<file path="config.mk">
export PLATFORM = sky130hd
export DESIGN_NAME = scan_scheduler
export DESIGN_NICKNAME = d
export VERILOG_FILES = /design/src/rtl/scan_pkg.sv /design/src/rtl/cycle_timer.sv /design/src/rtl/scan_scheduler.sv
export SDC_FILE = /design/constraint.sdc
export NUM_CORES = 1
export LEC_CHECK = 0
export ABC_CLOCK_PERIOD_IN_PS = 12700
export BUFFER_PORTS_ARGS = -buffer_cell sky130_fd_sc_hd__buf_4
export CAP_MARGIN = 20
export CORE_ASPECT_RATIO = 1.75
export CORE_MARGIN = 2
export CORE_UTILIZATION = 40
export CTS_CLUSTER_DIAMETER = 120
export DETAILED_ROUTE_END_ITERATION = 8
export SYNTH_ARGS = -nofsm -noshare
export SYNTH_HDL_FRONTEND = slang
export SYNTH_SLANG_ARGS = --single-unit
</file>
<file path="constraint.sdc">
create_clock -name clk -period 12.7 [get_ports clk]
set_input_delay 0 -clock clk [delete_from_list [all_inputs] [get_ports clk]]
set_output_delay 0 -clock clk [all_outputs]
set_load 0.02 [all_outputs]
</file>
<file path="src/rtl/scan_pkg.sv">
// Shared constants, FSM encoding and sweep arithmetic for scan_scheduler.
package scan_pkg;

    localparam int ANGLE_W = 8;
    localparam int STEP_W  = 4;
    localparam logic [ANGLE_W-1:0] DIST_TIMEOUT = 8'hFF;

    localparam logic [2:0] ST_IDLE      = 3'd0;
    localparam logic [2:0] ST_MOVE      = 3'd1;
    localparam logic [2:0] ST_SETTLE    = 3'd2;
    localparam logic [2:0] ST_TRIGGER   = 3'd3;
    localparam logic [2:0] ST_WAIT_ECHO = 3'd4;
    localparam logic [2:0] ST_PRESENT   = 3'd5;

    localparam logic DIR_UP   = 1'b0;
    localparam logic DIR_DOWN = 1'b1;

    typedef struct packed {
        logic [ANGLE_W-1:0] angle;
        logic               dir;
    } sweep_pos_t;

    // Ping-pong step with a carry/borrow bit so the angle saturates at the bounds instead of wrapping.
    function automatic sweep_pos_t next_position(
        input logic [ANGLE_W-1:0] angle,
        input logic               dir,
        input logic [ANGLE_W-1:0] lo,
        input logic [ANGLE_W-1:0] hi,
        input logic [STEP_W-1:0]  step
    );
        sweep_pos_t               res;
        logic [ANGLE_W:0]         up_sum;
        logic signed [ANGLE_W+1:0] dn_sum;
        up_sum = {1'b0, angle} + {{(ANGLE_W+1-STEP_W){1'b0}}, step};
        dn_sum = $signed({2'b00, angle}) - $signed({{(ANGLE_W+2-STEP_W){1'b0}}, step});
        if (dir == DIR_UP) begin
            if (up_sum >= {1'b0, hi}) begin
                res.angle = hi;
                res.dir   = DIR_DOWN;
            end else begin
                res.angle = up_sum[ANGLE_W-1:0];
                res.dir   = DIR_UP;
            end
        end else begin
            if (dn_sum <= $signed({2'b00, lo})) begin
                res.angle = lo;
                res.dir   = DIR_UP;
            end else begin
                res.angle = dn_sum[ANGLE_W-1:0];
                res.dir   = DIR_DOWN;
            end
        end
        return res;
    endfunction

    function automatic logic [ANGLE_W-1:0] clamp_angle(
        input logic [ANGLE_W-1:0] angle,
        input logic [ANGLE_W-1:0] lo,
        input logic [ANGLE_W-1:0] hi
    );
        logic [ANGLE_W-1:0] res;
        if (angle < lo) begin
            res = lo;
        end else if (angle > hi) begin
            res = hi;
        end else begin
            res = angle;
        end
        return res;
    endfunction

endpackage

</file>
<file path="src/rtl/cycle_timer.sv">
// Loadable down-counter that saturates at zero and flags when it gets there.
module cycle_timer #(
    parameter int WIDTH = 16
) (
    input  logic             clk,
    input  logic             rst,
    input  logic             load,
    input  logic [WIDTH-1:0] load_value,
    input  logic             dec,
    output logic             zero
);

    logic [WIDTH-1:0] count_r;

    // Load has priority over decrement; counting stops at zero.
    always_ff @(posedge clk) begin
        if (rst) begin
            count_r <= {WIDTH{1'b0}};
        end else if (load) begin
            count_r <= load_value;
        end else if (dec && (count_r != {WIDTH{1'b0}})) begin
            count_r <= count_r - {{(WIDTH-1){1'b0}}, 1'b1};
        end else begin
            count_r <= count_r;
        end
    end

    assign zero = (count_r == {WIDTH{1'b0}});

endmodule

</file>
<file path="src/rtl/scan_scheduler.sv">
// Automatic ping-pong servo sweep with one sonar sample per position on a valid/ready stream.
// Optional echo timeout is built when SCAN_TIMEOUT_EN is defined.
module scan_scheduler
    import scan_pkg::*;
#(
    parameter int SETTLE_CYCLES  = 50000,
    parameter int TIMEOUT_CYCLES = 600000
) (
    input  logic               clk,
    input  logic               rst,
    input  logic               enable,
    input  logic [ANGLE_W-1:0] start_angle,
    input  logic [ANGLE_W-1:0] end_angle,
    input  logic [STEP_W-1:0]  step,
    output logic [ANGLE_W-1:0] servo_angle,
    output logic               sonar_measure,
    input  logic               sonar_ready,
    input  logic [ANGLE_W-1:0] sonar_distance,
    output logic               sample_valid,
    input  logic               sample_ready,
    output logic [ANGLE_W-1:0] sample_angle,
    output logic [ANGLE_W-1:0] sample_distance,
    output logic               sample_timeout,
    output logic               sweep_done,
    output logic               busy
);

    localparam int SETTLE_W = $clog2(SETTLE_CYCLES + 1);
    localparam logic [SETTLE_W-1:0] SETTLE_LOAD = SETTLE_W'(SETTLE_CYCLES - 1);

    logic [2:0]         state_r;
    logic [2:0]         next_state_s;
    logic [ANGLE_W-1:0] angle_r;
    logic               dir_r;
    logic               moved_r;
    logic [ANGLE_W-1:0] lo_r;
    logic [ANGLE_W-1:0] hi_r;
    logic [STEP_W-1:0]  step_r;
    logic               sonar_measure_r;
    logic               sample_valid_r;
    logic [ANGLE_W-1:0] sample_angle_r;
    logic [ANGLE_W-1:0] sample_distance_r;
    logic               sample_timeout_r;
    logic               sweep_done_r;
    logic               busy_r;

    logic [ANGLE_W-1:0] in_lo_s;
    logic [ANGLE_W-1:0] in_hi_s;
    logic [STEP_W-1:0]  in_step_s;
    logic               handshake_s;
    logic               bound_hit_s;
    logic               settle_load_s;
    logic               settle_dec_s;
    logic               settle_zero_s;
    logic               timeout_hit_s;
    sweep_pos_t         next_pos_s;
    logic [ANGLE_W-1:0] next_angle_s;

    // Normalise the command inputs into ordered bounds and a non-zero step.
    always_comb begin
        in_lo_s   = start_angle;
        in_hi_s   = end_angle;
        in_step_s = step;
        if (start_angle > end_angle) begin
            in_lo_s = end_angle;
            in_hi_s = start_angle;
        end else begin
            in_lo_s = start_angle;
            in_hi_s = end_angle;
        end
        if (step == 4'd0) begin
            in_step_s = 4'd1;
        end else begin
            in_step_s = step;
        end
    end

    assign handshake_s = (state_r == ST_PRESENT) && sample_ready;

    // A bound counts as reached only after a step landed on it; the start position does not.
    always_comb begin
        bound_hit_s = 1'b0;
        if (lo_r == hi_r) begin
            bound_hit_s = 1'b1;
        end else if (moved_r) begin
            bound_hit_s = (dir_r == DIR_DOWN) ? (angle_r == hi_r) : (angle_r == lo_r);
        end else begin
            bound_hit_s = 1'b0;
        end
    end

    assign next_pos_s   = next_position(angle_r, dir_r, lo_r, hi_r, step_r);
    assign next_angle_s = bound_hit_s ? clamp_angle(next_pos_s.angle, in_lo_s, in_hi_s)
                                      : next_pos_s.angle;

    assign settle_load_s = (state_r == ST_MOVE);
    assign settle_dec_s  = (state_r == ST_SETTLE);

    cycle_timer #(
        .WIDTH (SETTLE_W)
    ) u_settle_timer (
        .clk        (clk),
        .rst        (rst),
        .load       (settle_load_s),
        .load_value (SETTLE_LOAD),
        .dec        (settle_dec_s),
        .zero       (settle_zero_s)
    );

`ifdef SCAN_TIMEOUT_EN
    localparam int TIMEOUT_W = $clog2(TIMEOUT_CYCLES + 1);
    localparam logic [TIMEOUT_W-1:0] TIMEOUT_LOAD = TIMEOUT_W'(TIMEOUT_CYCLES - 1);

    logic timeout_load_s;
    logic timeout_dec_s;
    logic timeout_zero_s;

    assign timeout_load_s = (state_r == ST_TRIGGER);
    assign timeout_dec_s  = (state_r == ST_WAIT_ECHO);

    cycle_timer #(
        .WIDTH (TIMEOUT_W)
    ) u_timeout_timer (
        .clk        (clk),
        .rst        (rst),
        .load       (timeout_load_s),
        .load_value (TIMEOUT_LOAD),
        .dec        (timeout_dec_s),
        .zero       (timeout_zero_s)
    );

    // An echo arriving on the expiry cycle still wins over the timeout.
    assign timeout_hit_s = (state_r == ST_WAIT_ECHO) && timeout_zero_s && !sonar_ready;
`else
    assign timeout_hit_s = 1'b0;
`endif

    // Sequencer next-state decode.
    always_comb begin
        next_state_s = state_r;
        case (state_r)
            ST_IDLE:      next_state_s = enable ? ST_MOVE : ST_IDLE;
            ST_MOVE:      next_state_s = ST_SETTLE;
            ST_SETTLE:    next_state_s = settle_zero_s ? ST_TRIGGER : ST_SETTLE;
            ST_TRIGGER:   next_state_s = ST_WAIT_ECHO;
            ST_WAIT_ECHO: next_state_s = (sonar_ready || timeout_hit_s) ? ST_PRESENT : ST_WAIT_ECHO;
            ST_PRESENT: begin
                if (sample_ready) begin
                    next_state_s = enable ? ST_MOVE : ST_IDLE;
                end else begin
                    next_state_s = ST_PRESENT;
                end
            end
            default:      next_state_s = ST_IDLE;
        endcase
    end

    // State, sweep position and all registered outputs.
    always_ff @(posedge clk) begin
        if (rst) begin
            state_r           <= ST_IDLE;
            angle_r           <= 8'h00;
            dir_r             <= DIR_UP;
            moved_r           <= 1'b0;
            lo_r              <= 8'h00;
            hi_r              <= 8'h00;
            step_r            <= 4'd1;
            sonar_measure_r   <= 1'b0;
            sample_valid_r    <= 1'b0;
            sample_angle_r    <= 8'h00;
            sample_distance_r <= 8'h00;
            sample_timeout_r  <= 1'b0;
            sweep_done_r      <= 1'b0;
            busy_r            <= 1'b0;
        end else begin
            state_r         <= next_state_s;
            busy_r          <= (next_state_s != ST_IDLE);
            sonar_measure_r <= (next_state_s == ST_TRIGGER);
            sweep_done_r    <= handshake_s && bound_hit_s;
            case (state_r)
                ST_IDLE: begin
                    if (enable) begin
                        lo_r    <= in_lo_s;
                        hi_r    <= in_hi_s;
                        step_r  <= in_step_s;
                        angle_r <= in_lo_s;
                        dir_r   <= DIR_UP;
                        moved_r <= 1'b0;
                    end
                end
                ST_WAIT_ECHO: begin
                    if (sonar_ready) begin
                        sample_valid_r    <= 1'b1;
                        sample_angle_r    <= angle_r;
                        sample_distance_r <= sonar_distance;
                        sample_timeout_r  <= 1'b0;
                    end else if (timeout_hit_s) begin
                        sample_valid_r    <= 1'b1;
                        sample_angle_r    <= angle_r;
                        sample_distance_r <= DIST_TIMEOUT;
                        sample_timeout_r  <= 1'b1;
                    end
                end
                ST_PRESENT: begin
                    if (sample_ready) begin
                        sample_valid_r <= 1'b0;
                        if (enable) begin
                            angle_r <= next_angle_s;
                            dir_r   <= next_pos_s.dir;
                            moved_r <= 1'b1;
                            if (bound_hit_s) begin
                                lo_r   <= in_lo_s;
                                hi_r   <= in_hi_s;
                                step_r <= in_step_s;
                            end
                        end
                    end
                end
                default: begin
                end
            endcase
        end
    end

    assign servo_angle     = angle_r;
    assign sonar_measure   = sonar_measure_r;
    assign sample_valid    = sample_valid_r;
    assign sample_angle    = sample_angle_r;
    assign sample_distance = sample_distance_r;
    assign sample_timeout  = sample_timeout_r;
    assign sweep_done      = sweep_done_r;
    assign busy            = busy_r;

endmodule

</file>
==> impl_summary.log <==
[metrics] number of nets still failing antenna checks after routing: 0
[metrics] pin count of the biggest net entering global routing: 66
[metrics] Hold Vio Cnt, Final: 0
[metrics] first-pass GRT wire length: ~24 mm
[metrics] post-detailed-route DRC marker count: 0
[metrics] Die Height: ~150 um
[metrics] Syn Nets: 724
[metrics] remaining global-route overflow: 0
[metrics] clock period minus final worst setup slack: 6.50 ns
[metrics] most frequent cells in the layout: 69 x sky130_fd_sc_hd__dfxtp_1, 67 x sky130_fd_sc_hd__nor2_1, 63 x sky130_fd_sc_hd__nand2_1
[metrics] area of the die: 13,800 um2
[metrics] fill cell total of the finished layout: roughly 1,200
[metrics] buffers added on ports: 60
[metrics] largest buffer count on any clock path: 2
[metrics] H-tree level count: 3
[metrics] total number of yosys warnings: 0
[metrics] peak supply drop: 0.103 mV
[metrics] Total Neg Setup Slack: 0 ns
[metrics] Tightest Hold Check Type: in -> reg
[metrics] CP cell instances: ha_1 -> or3b_2 -> a31oi_1 -> o21ai_0 -> xnor2_1 -> ha_1 -> and3_1 -> a221o_1 -> a41oi_1 -> nand2_1 -> mux2i_1 -> mux2i_1 -> ha_1 -> a21o_1 -> a21o_1 -> a21o_1 -> or3_1 -> o31a_1 -> mux2_1 -> o211ai_1 -> a21oi_1
[metrics] final routed wire length divided by cell count: 17.4 um
[metrics] launching instance or port of the critical path: servo_angle[2]
[metrics] setup-violating endpoint count in the final report: 0
[metrics] TritonCTS clock tree: yes
[metrics] number of placement rows: 54
[metrics] detailed router's first-iteration violation count: 269
[metrics] IO Pins: 62
[metrics] overall via count from detail_route: 4,772
[metrics] via count of the first global-routing pass: 4,750
[metrics] core region area: 12,500 um2
[metrics] Gate Count Post-Synth: 641
[metrics] post-synthesis instance area: 5150 um2
[metrics] slowest stage cell, crit path: sky130_fd_sc_hd__dfxtp_1
[metrics] clock latency of the later-clocked register in the worst-skew pair: 0.34 ns
[metrics] status: finished, final reports clean
[metrics] setup repair after global routing missed its margin: no
[metrics] antenna diode instance count: 0
[metrics] post-layout total power: 1.01 mW
[metrics] area added between synthesis and finish: 18.3%
[metrics] syn_area_per_cell: 8.03 um2
[metrics] required time reported for the critical path endpoint: about 13 ns
[metrics] starting density of the core: 41.2%
[metrics] global router's overall resource usage: 21.8%
[metrics] Clk Tree Root Cell: sky130_fd_sc_hd__clkbuf_16
[metrics] beginning of the worst register-to-register path: servo_angle[2]
[metrics] proportion of layout cells with a drive suffix above 1: 14.4%
[metrics] Max Freq: 154 MHz
[metrics] final setup slack of the worst path: slightly above 6 ns
[metrics] max-capacitance violation count: 0
[metrics] worst slack at placement: 6.31 ns
[metrics] Die Width: around 90 um
[metrics] delay of the slowest cell on the worst path: 0.50 ns
[metrics] first drt pass iteration count: 5
[metrics] routed vias/inst: 5.54
[metrics] post-route fraction of the period consumed by the critical path: 51.2%
[metrics] critical path capture point type: flop
[metrics] post-synthesis sequential area ratio: 26.8%
[metrics] crit path kind: reg -> reg
[metrics] transition time at the pin with the least slew margin: 1.07 ns
[metrics] PD cells: 166 nW/um2
[metrics] quantity of gates resized following cts: 0
[metrics] number of synthesized flops with an enable pin: 0
[metrics] Sinks on Clock Net: 69
[metrics] Slew Limit Fails: 0
[metrics] worst path buffer plus inverter count: 0
[metrics] critical path data arrival time: between 6 and 7 ns
[metrics] fraction of registers with async set/reset: 0%
[metrics] worst max-slew margin expressed relative to the limit: roughly 29%
[metrics] initial antenna violation count: 0
[metrics] commonest non-fill, non-tap cell in the layout: sky130_fd_sc_hd__dfxtp_1
[metrics] # nets final: a little under 800
[metrics] post-layout util: 48.7%
[metrics] top flip-flop cell by instance count after synthesis: sky130_fd_sc_hd__dfxtp_1
[metrics] post-synthesis cell type count: 62
[metrics] hold path startpoint: enable
[metrics] number of buffers inserted during clock tree synthesis: 9
[metrics] gpl congestion: approximately 0.90
[metrics] clock transition at the registers of the reported paths: 0.06 ns
[metrics] WL final: ~15 mm
[metrics] critical path peak fanout: 10
[metrics] HPWL after DPL: 11.7 mm
[metrics] Synth Register Bits: around 70
[metrics] delay-heaviest family, CP: compound AO/OA/AOI/OAI gates
[metrics] Leak Pwr: about 2.5 nW
[metrics] Worst Clk Skew: 0.00722 ns
[metrics] CP startpoint kind: flop
==> cells by family after synthesis <==
| kind of cell | share of synthesized area (%) |
|---|---|
| AO/OA/AOI/OAI | 18.7 |
| multiplexers | 8.51 |
| AND/OR/NAND/NOR | 20.2 |
| XOR/XNOR | 6.97 |
| flip-flops | 26.8 |
| adder cells (fa/ha/maj) | 12.4 |
| buffers and inverters | 6.27 |
| other | 0.0728 |
==> report_power, final <==
group          internal, mW  total, mW  switching (mW)  leakage [nW]
logic                 0.199      0.461           0.262          1.83
clock network         0.171      0.266          0.0949         0.156
registers             0.243      0.285          0.0422         0.564
total                 0.612       1.01           0.400          2.55
==> through the flow <==
step	hold WS, ns	std cells	instance area, um2
after detailed placement	0.261	834	5650
after CTS	0.0140	862	6090
final	0.0163	862	6090
after global placement	0.244	834	5650
after global routing	0.0426	862	6090
after floorplan	0.136	641	5150
==> what timing repair did <==
item | in CTS | in global routing
hold endpoints to repair | 13 | 0
hold buffers | 13 | 0
setup endpoints to repair | 0 | 0
setup buffers | 0 | 0
==> cell type report <==
cell class / count / area (um2) / area share [%]
Clock buffer: 9 / 225 / 3.70
Timing Repair Buffer: 75 / 596 / 9.77
Multi-Input combinational cell: 497 / 3450 / 56.6
Tap cell: 168 / 210 / 3.45
Sequential cell: 69 / 1380 / 22.7
Clock inverter: 6 / 87.6 / 1.44
Inverter: 38 / 143 / 2.34
==> routing by layer <==
layer,wire (um),vias up,track usage [%]
met5,0,-,0
met4,930,0,14.3
met3,469,57,3.53
li1,-,2351,-
met1,5540,2246,21.8
met2,8080,118,41.1
==> Yosys cell counts (all sizes together), types with 3 or more instances <==
master | count | share of area, %
nor4 | 4 | 0.61
or4 | 4 | 0.80
and3 | 7 | 0.95
a21oi | 57 | 5.5
a31oi | 6 | 0.73
and2 | 3 | 0.36
mux2i | 37 | 7.2
mux2 | 6 | 1.3
or3 | 4 | 0.49
nor2 | 69 | 5.1
buf | 14 | 1.8
a21o | 10 | 1.5
clkbuf | 23 | 1.7
o211ai | 9 | 1.3
a211oi | 16 | 2.3
o22ai | 5 | 0.61
ha | 48 | 12
or2 | 4 | 0.49
nand2 | 63 | 4.6
nor3 | 16 | 1.6
nand4 | 7 | 0.85
or3b | 3 | 0.51
o31a | 3 | 0.51
inv | 38 | 2.8
nand2b | 7 | 0.85
xnor2 | 32 | 5.4
a221oi | 3 | 0.51
xor2 | 9 | 1.5
o21ai | 22 | 2.1
nand3 | 6 | 0.58
dfxtp | 69 | 27
nor2b | 6 | 0.73
==> sequential cells by signal (all words and copies together), names as in the netlist <==
name / flops
step_r: 4
sample_angle: 8
state_r: 3
sample_valid: 1
lo_r: 8
u_settle_timer.count_r: 16
hi_r: 8
sonar_measure: 1
busy: 1
dir_r: 1
servo_angle: 8
moved_r: 1
sample_distance: 8
sweep_done: 1
==> path summary, 6_finish.rpt <==
path                            depth (start not counted)                 end  slack (ns)
worst max-delay path                                   21      servo_angle[3]        6.20
worst min-delay path                                    3                busy        0.02
worst max register to register                         21      servo_angle[3]        6.20
worst min register to register                          2  sample_distance[4]        0.45
==> worst min-delay path: cells and delay by family <==
| kind | cells | cell delay, ns |
|---|---|---|
| AO/OA/AOI/OAI | 1 | 0.08 |
| buffers and inverters | 1 | 0.13 |
| AND/OR/NAND/NOR | 1 | 0.08 |
No activity file was read; power rests on OpenSTA's default activity.
